===== src/rtl/glitc_ps_pkg.sv =====
// Shared encodings for the GLITC MMCM dynamic phase-shift sequencer.
package glitc_ps_pkg;
  localparam int PERIOD_STEPS_DEF = 224;

  typedef enum logic [2:0] {
    ST_IDLE    = 3'd0,
    ST_ENABLE  = 3'd1,
    ST_WAITING = 3'd2,
    ST_DONE    = 3'd3,
    ST_FAULT   = 3'd4
  } state_e;

  typedef enum logic [1:0] {
    STATUS_OK          = 2'd0,
    STATUS_ABORTED     = 2'd1,
    STATUS_TIMEOUT     = 2'd2,
    STATUS_BAD_CHANNEL = 2'd3
  } status_e;
endpackage


===== src/rtl/glitc_ps_position_tracker.sv =====
// Per-MMCM phase position modulo PERIOD_STEPS, plus shortest-path distance home.
module glitc_ps_position_tracker
  import glitc_ps_pkg::*;
#(
  parameter int PERIOD_STEPS = PERIOD_STEPS_DEF,
  parameter int POS_BITS     = 8,
  parameter int STEP_BITS    = 8
) (
  input  logic                 clk_i,
  input  logic                 rst_n_i,
  input  logic                 step_i,
  input  logic                 inc_i,
  output logic [POS_BITS-1:0]  position_o,
  output logic [STEP_BITS-1:0] home_steps_o,
  output logic                 home_inc_o
);
  logic [POS_BITS-1:0] pos_q, pos_d;

  always_comb begin
    pos_d = pos_q;
    if (step_i) begin
      if (inc_i) pos_d = (pos_q == POS_BITS'(PERIOD_STEPS-1)) ? '0 : pos_q + 1'b1;
      else       pos_d = (pos_q == '0) ? POS_BITS'(PERIOD_STEPS-1) : pos_q - 1'b1;
    end
  end

  always_ff @(posedge clk_i or negedge rst_n_i) begin
    if (!rst_n_i) pos_q <= '0;
    else          pos_q <= pos_d;
  end

  // Exactly half a period goes the decrement way.
  assign home_inc_o   = (int'(pos_q) > PERIOD_STEPS/2);
  assign home_steps_o = home_inc_o ? STEP_BITS'(PERIOD_STEPS - int'(pos_q)) : STEP_BITS'(pos_q);
  assign position_o   = pos_q;
endmodule


===== src/rtl/glitc_phase_shift_sequencer.sv =====
// Single sequencer driving PSEN/PSINCDEC of NUM_CHANNELS MMCMs, one channel at a time.
module glitc_phase_shift_sequencer
  import glitc_ps_pkg::*;
#(
  parameter int NUM_CHANNELS   = 2,
  parameter int STEP_BITS      = 8,
  parameter int PERIOD_STEPS   = PERIOD_STEPS_DEF,
  parameter int POS_BITS       = 8,
  parameter int TIMEOUT_CYCLES = 64,
  parameter int CH_BITS        = 1
) (
  input  logic                             clk_i,
  input  logic                             rst_n_i,
  input  logic                             req_i,
  input  logic [CH_BITS-1:0]               req_channel_i,
  input  logic [STEP_BITS-1:0]             req_steps_i,
  input  logic                             req_increment_ndecrement_i,
  input  logic                             req_home_i,
  input  logic                             abort_i,
  output logic                             busy_o,
  output logic                             done_o,
  output logic [1:0]                       status_o,
  output logic [NUM_CHANNELS-1:0]          ps_en_o,
  output logic                             ps_increment_ndecrement_o,
  input  logic [NUM_CHANNELS-1:0]          ps_done_i,
  output logic [NUM_CHANNELS*POS_BITS-1:0] position_o
);
  localparam int TMO_BITS = $clog2(TIMEOUT_CYCLES + 1);

  state_e                 state_q, state_d;
  status_e                status_q, status_d;
  logic [CH_BITS-1:0]     ch_q, ch_d;
  logic                   inc_q, inc_d;
  logic [STEP_BITS-1:0]   target_q, target_d, cnt_q, cnt_d;
  logic [TMO_BITS-1:0]    tmo_q, tmo_d;
  logic                   abort_q, abort_d;

  logic [NUM_CHANNELS-1:0]                sel_vec, step;
  logic [NUM_CHANNELS-1:0][POS_BITS-1:0]  pos;
  logic [NUM_CHANNELS-1:0][STEP_BITS-1:0] home_steps;
  logic [NUM_CHANNELS-1:0]                home_inc;
  logic                                   sel_done, req_ok, req_home_inc;
  logic [STEP_BITS-1:0]                   req_home_steps, req_target;

  for (genvar c = 0; c < NUM_CHANNELS; c++) begin : g_ch
    assign sel_vec[c] = (ch_q == CH_BITS'(c));
    assign step[c]    = (state_q == ST_WAITING) && sel_vec[c] && ps_done_i[c];
    assign ps_en_o[c] = (state_q == ST_ENABLE) && sel_vec[c];

    glitc_ps_position_tracker #(
      .PERIOD_STEPS(PERIOD_STEPS), .POS_BITS(POS_BITS), .STEP_BITS(STEP_BITS)
    ) u_trk (
      .clk_i        (clk_i),
      .rst_n_i      (rst_n_i),
      .step_i       (step[c]),
      .inc_i        (inc_q),
      .position_o   (pos[c]),
      .home_steps_o (home_steps[c]),
      .home_inc_o   (home_inc[c])
    );
  end

  assign sel_done   = |step;
  assign position_o = pos;

  // Home distance of the requested channel; out-of-range channels leave zero.
  always_comb begin
    req_home_steps = '0;
    req_home_inc   = 1'b0;
    for (int c = 0; c < NUM_CHANNELS; c++) begin
      if (req_channel_i == CH_BITS'(c)) begin
        req_home_steps = home_steps[c];
        req_home_inc   = home_inc[c];
      end
    end
  end

  assign req_ok     = (int'(req_channel_i) < NUM_CHANNELS);
  assign req_target = req_home_i ? req_home_steps : req_steps_i;

  always_comb begin
    state_d  = state_q;
    status_d = status_q;
    ch_d     = ch_q;
    inc_d    = inc_q;
    target_d = target_q;
    cnt_d    = cnt_q;
    tmo_d    = tmo_q;
    abort_d  = abort_q | ((state_q != ST_IDLE) & abort_i);
    unique case (state_q)
      ST_IDLE: begin
        abort_d = 1'b0;
        if (req_i) begin
          ch_d     = req_channel_i;
          inc_d    = req_home_i ? req_home_inc : req_increment_ndecrement_i;
          target_d = req_target;
          cnt_d    = '0;
          status_d = STATUS_OK;
          if (!req_ok) begin
            status_d = STATUS_BAD_CHANNEL;
            state_d  = ST_DONE;
          end else if (req_target == '0) begin
            state_d  = ST_DONE;
          end else begin
            state_d  = ST_ENABLE;
          end
        end
      end
      ST_ENABLE: begin
        tmo_d   = '0;
        state_d = ST_WAITING;
      end
      ST_WAITING: begin
        if (sel_done) begin
          cnt_d = cnt_q + 1'b1;
          // Reaching the target wins over an abort in the same cycle.
          if (cnt_d == target_q) begin
            status_d = STATUS_OK;
            state_d  = ST_DONE;
          end else if (abort_q || abort_i) begin
            status_d = STATUS_ABORTED;
            state_d  = ST_DONE;
          end else begin
            state_d  = ST_ENABLE;
          end
        end else if (tmo_q == TMO_BITS'(TIMEOUT_CYCLES - 1)) begin
          status_d = STATUS_TIMEOUT;
          state_d  = ST_FAULT;
        end else begin
          tmo_d = tmo_q + 1'b1;
        end
      end
      ST_DONE, ST_FAULT: state_d = ST_IDLE;
      default:           state_d = ST_IDLE;
    endcase
  end

  always_ff @(posedge clk_i or negedge rst_n_i) begin
    if (!rst_n_i) begin
      state_q  <= ST_IDLE;
      status_q <= STATUS_OK;
      ch_q     <= '0;
      inc_q    <= 1'b0;
      target_q <= '0;
      cnt_q    <= '0;
      tmo_q    <= '0;
      abort_q  <= 1'b0;
    end else begin
      state_q  <= state_d;
      status_q <= status_d;
      ch_q     <= ch_d;
      inc_q    <= inc_d;
      target_q <= target_d;
      cnt_q    <= cnt_d;
      tmo_q    <= tmo_d;
      abort_q  <= abort_d;
    end
  end

  assign busy_o                    = (state_q != ST_IDLE);
  assign done_o                    = (state_q == ST_DONE) || (state_q == ST_FAULT);
  assign status_o                  = done_o ? status_q : STATUS_OK;
  assign ps_increment_ndecrement_o = inc_q;
endmodule

===== config.mk =====
export PLATFORM = sky130hd
export DESIGN_NAME = glitc_phase_shift_sequencer
export DESIGN_NICKNAME = d
export VERILOG_FILES = /design/src/rtl/glitc_ps_pkg.sv /design/src/rtl/glitc_ps_position_tracker.sv /design/src/rtl/glitc_phase_shift_sequencer.sv
export SDC_FILE = /design/constraint.sdc
export NUM_CORES = 1
export LEC_CHECK = 0
export ABC_AREA = 1
export CAP_MARGIN = 15
export CORE_MARGIN = 5
export CORE_UTILIZATION = 38
export DETAILED_ROUTE_END_ITERATION = 6
export HOLD_SLACK_MARGIN = 0.08
export REMOVE_ABC_BUFFERS = 1
export SLEW_MARGIN = 10
export SYNTH_ARGS = -nofsm -noshare
export SYNTH_HDL_FRONTEND = slang
export SYNTH_HIERARCHICAL = 1
export SYNTH_SLANG_ARGS = --single-unit

===== constraint.sdc =====
create_clock -name clk_i -period 2.15 [get_ports clk_i]
set_input_delay 0.43 -clock clk_i [delete_from_list [all_inputs] [get_ports clk_i]]
set_output_delay 0.43 -clock clk_i [all_outputs]
set_load 0.01 [all_outputs]

==> metrics.txt <==
total CTS buffers=5; #FFs+latches synth=47; Int Pwr=0.00280 W; Detailed Routing Iterations Pass 1=4; crit end category=primary output; DP HPWL=7560 um; Required @ worst endpoint=1.72 ns; clk sinks=47; R2R depth=18; Worst setup SP type=flip-flop; clock power share=0.112; critical path class=reg2out; Syn Area/Cell=6.65 um2; Most Used Layer, Global Route=met2; chip width=108 um; n_diodes=0; Remaining Overflow, GRT=0; initial core utilization=0.393; Port-buffer cells=39; Pwr Density=1190 nW/um2; number of synthesis warnings=6; Final Power=0.00533 W; post-synthesis sequential area ratio=0.321; worst reg2reg path endpoint=state_q[1]$_DFFE_PN0P_; met3 global-route usage=0.0263; drt drc=0; Post-Syn Area=3660 um2; met2 usage=0.294; Via Count=3583; final clock skew=0.00697 ns; TNS Setup=0 ns; status=complete, no violations; DIE HEIGHT=108 um; largest net degree at the start of global routing=27; fin crit period=2.03 ns; P_leak=2.22 nW; CP Capture Point=done_o; HP Class=in2async; Core ar.=9330 um2; Synth area leaders=dfrtp_1 (32%), nand2_1 (19%), inv_1 (6.5%), nor2_1 (5.7%), o21ai_0 (5.1%); Yosys top cell area share=0.321; Post-DP Area=4330 um2; H-tree levels=2; r2r setup slk=0.16 ns; Starting DRT DRC Count=199; post-route cell area=4470 um2; GPL Wtd Cong=0.898; Net Sw Frac=0.475; reg2reg start=g_ch[0].u_trk/position_o[1]$_DFFE_PN0P_; area leader, netlist=dfrtp_1; fin crit share=0.946; M1 GR Usage=0.236; initial antenna violation count=0; # rows=35; Clock Latency Late Sink=0.31 ns; Logic pwr share=0.608; vias in the first global route=3511; CP max FO=4; total routed wirelength=9610 um; Sw Pwr=0.00253 W; crit path launch=state_q[1]$_DFFE_PN0P_; worst-margin pin slew=0.566 ns; nets=633; max_cap viols=0; Setup violations, final=0; Max Clk Rate=0.492 GHz; fin. max-slew vios=0; clock buffer depth=2; proportion of layout cells with a drive suffix above 1=0.146; Tot GR Track Use=0.174; Mapped Cells=551; # IOs=40; final hold vios=0; WL per Instance=13.0 um; commonest cells after routing, fill and taps aside=nand2_1 (185), inv_1 (62), nor2_1 (54); antenna-violating nets left=0; commonest non-fill, non-tap cell in the layout=nand2_1; Clk pin slew, worst setup/hold paths=0.10 ns; die area=11700 um2; first-pass GRT wire length=16600 um; Via-to-Cell Ratio=4.84; worst path arrival time=1.60 ns; clock root buffer=clkbuf_8; Worst slew margin=0.623; RSZ-0062 raised after global routing=yes; CTS tree=yes; Worst Hold Slack=0.102 ns; sequential share of power=0.280; number of different library cells in the post-synthesis netlist=36; Layout area overhead=22.0%; maximum vdd drop=0.000635 V
## registers in the layout, indices dropped and copies added (netlist names), 2 cells and up
signal / flops
cnt_q: 8
g_ch.u_trk/position_o: 16
state_q: 3
status_q: 2
target_q: 8
tmo_q: 7
## logic make-up (layout without fill, tap and decap cells)
family / count (synthesis) / in the layout / share of synthesized area
adders and majority gates: 6 / 6 / 0.0205
DFF: 47 / 47 / 0.321
and+or+nand+nor: 327 / 327 / 0.408
AOI/OAI and AO/OA: 74 / 74 / 0.119
buffers and inverters: 87 / 147 / 0.108
xor gates and xnor gates: 10 / 10 / 0.0239
## layout make-up
class | instances | area [um2]
multi-input cells | 417 | 2110
inverters | 69 | 262
clock buffers | 6 | 82.6
repair buffers | 70 | 653
well taps | 129 | 161
clock inverters | 2 | 16.3
fillers | 973 | 4860
flip-flops and latches | 47 | 1180
## worst min-delay path by stage
stage / to / slack, ns / depth (start not counted)
after floorplan: abort_q$_DFF_PN0_ / 0.13 / 0
after global placement: cnt_q[4]$_DFFE_PN0P_ / 0.46 / 1
after detailed placement: cnt_q[4]$_DFFE_PN0P_ / 0.46 / 1
after CTS: cnt_q[4]$_DFFE_PN0P_ / 0.12 / 1
after global routing: cnt_q[4]$_DFFE_PN0P_ / 0.14 / 1
final: cnt_q[6]$_DFFE_PN0P_ / 0.10 / 1
## per-layer routing
layer,up-vias,part of all wire
li1,1871,-
met1,1630,0.48
met2,75,0.48
met3,7,0.036
met4,0,0.0085
met5,-,0
## through the flow
stage | setup WS (ns) | instances | utilization
after floorplan | 0.0904 | 533 | -
after global placement | 0.138 | 731 | 0.464
after detailed placement | 0.0685 | 731 | 0.464
after CTS | 0.00833 | 739 | 0.474
after global routing | -0.0885 | 740 | 0.479
final | 0.116 | 740 | 0.479
## cell usage after synthesis
cell type  count
o21ai_0       37
a211oi_1       1
a22oi_2        1
nor2_2         5
nand4_1        7
inv_4          1
nand2_1      185
xor2_1         7
o21ai_2        1
nor4_1         1
ha_1           6
a2bb2oi_1      1
dfrtp_1       47
nor2_8         1
nor2_1        56
o211ai_1       6
nand2_2        6
nor2_4         6
inv_2          5
buf_2          7
nand3_1       34
buf_6          4
a21oi_1       14
inv_1         63
o21ai_1        2
o22ai_1        4
nand3b_1       4
a22oi_1        5
nor3_2         3
nand2_4        5
buf_4          7
xnor2_1        3
nor3_1         9
a21oi_4        1
nand3_2        5
a22o_2         1
## worst max-delay path: stages (launching register included)
cell and delay (ns):
dfrtp_1 0.45, nor2_1 0.16, a22oi_2 0.11, inv_1 0.06
clkdlybuf4s50_1 0.53
## repair_timing
item                       CTS  global route
buffers inserted             0             1
gates resized for setup      0            16
hold endpoints to repair     0             0
hold buffers                 0             0
setup endpoints to repair    0             6
## power groups by stage
stage	registers (W)	logic, W	clock network [W]
2_1_floorplan	0.00162	0.00183	0
3_3_place_gp	0.00149	0.00322	0
3_5_place_dp	0.00149	0.00323	0
4_1_cts	0.00148	0.00324	0.000629
5_1_grt	0.00154	0.00365	0.000658
6_report	0.00149	0.00324	0.000595
No activity file was read; power rests on OpenSTA's default activity.
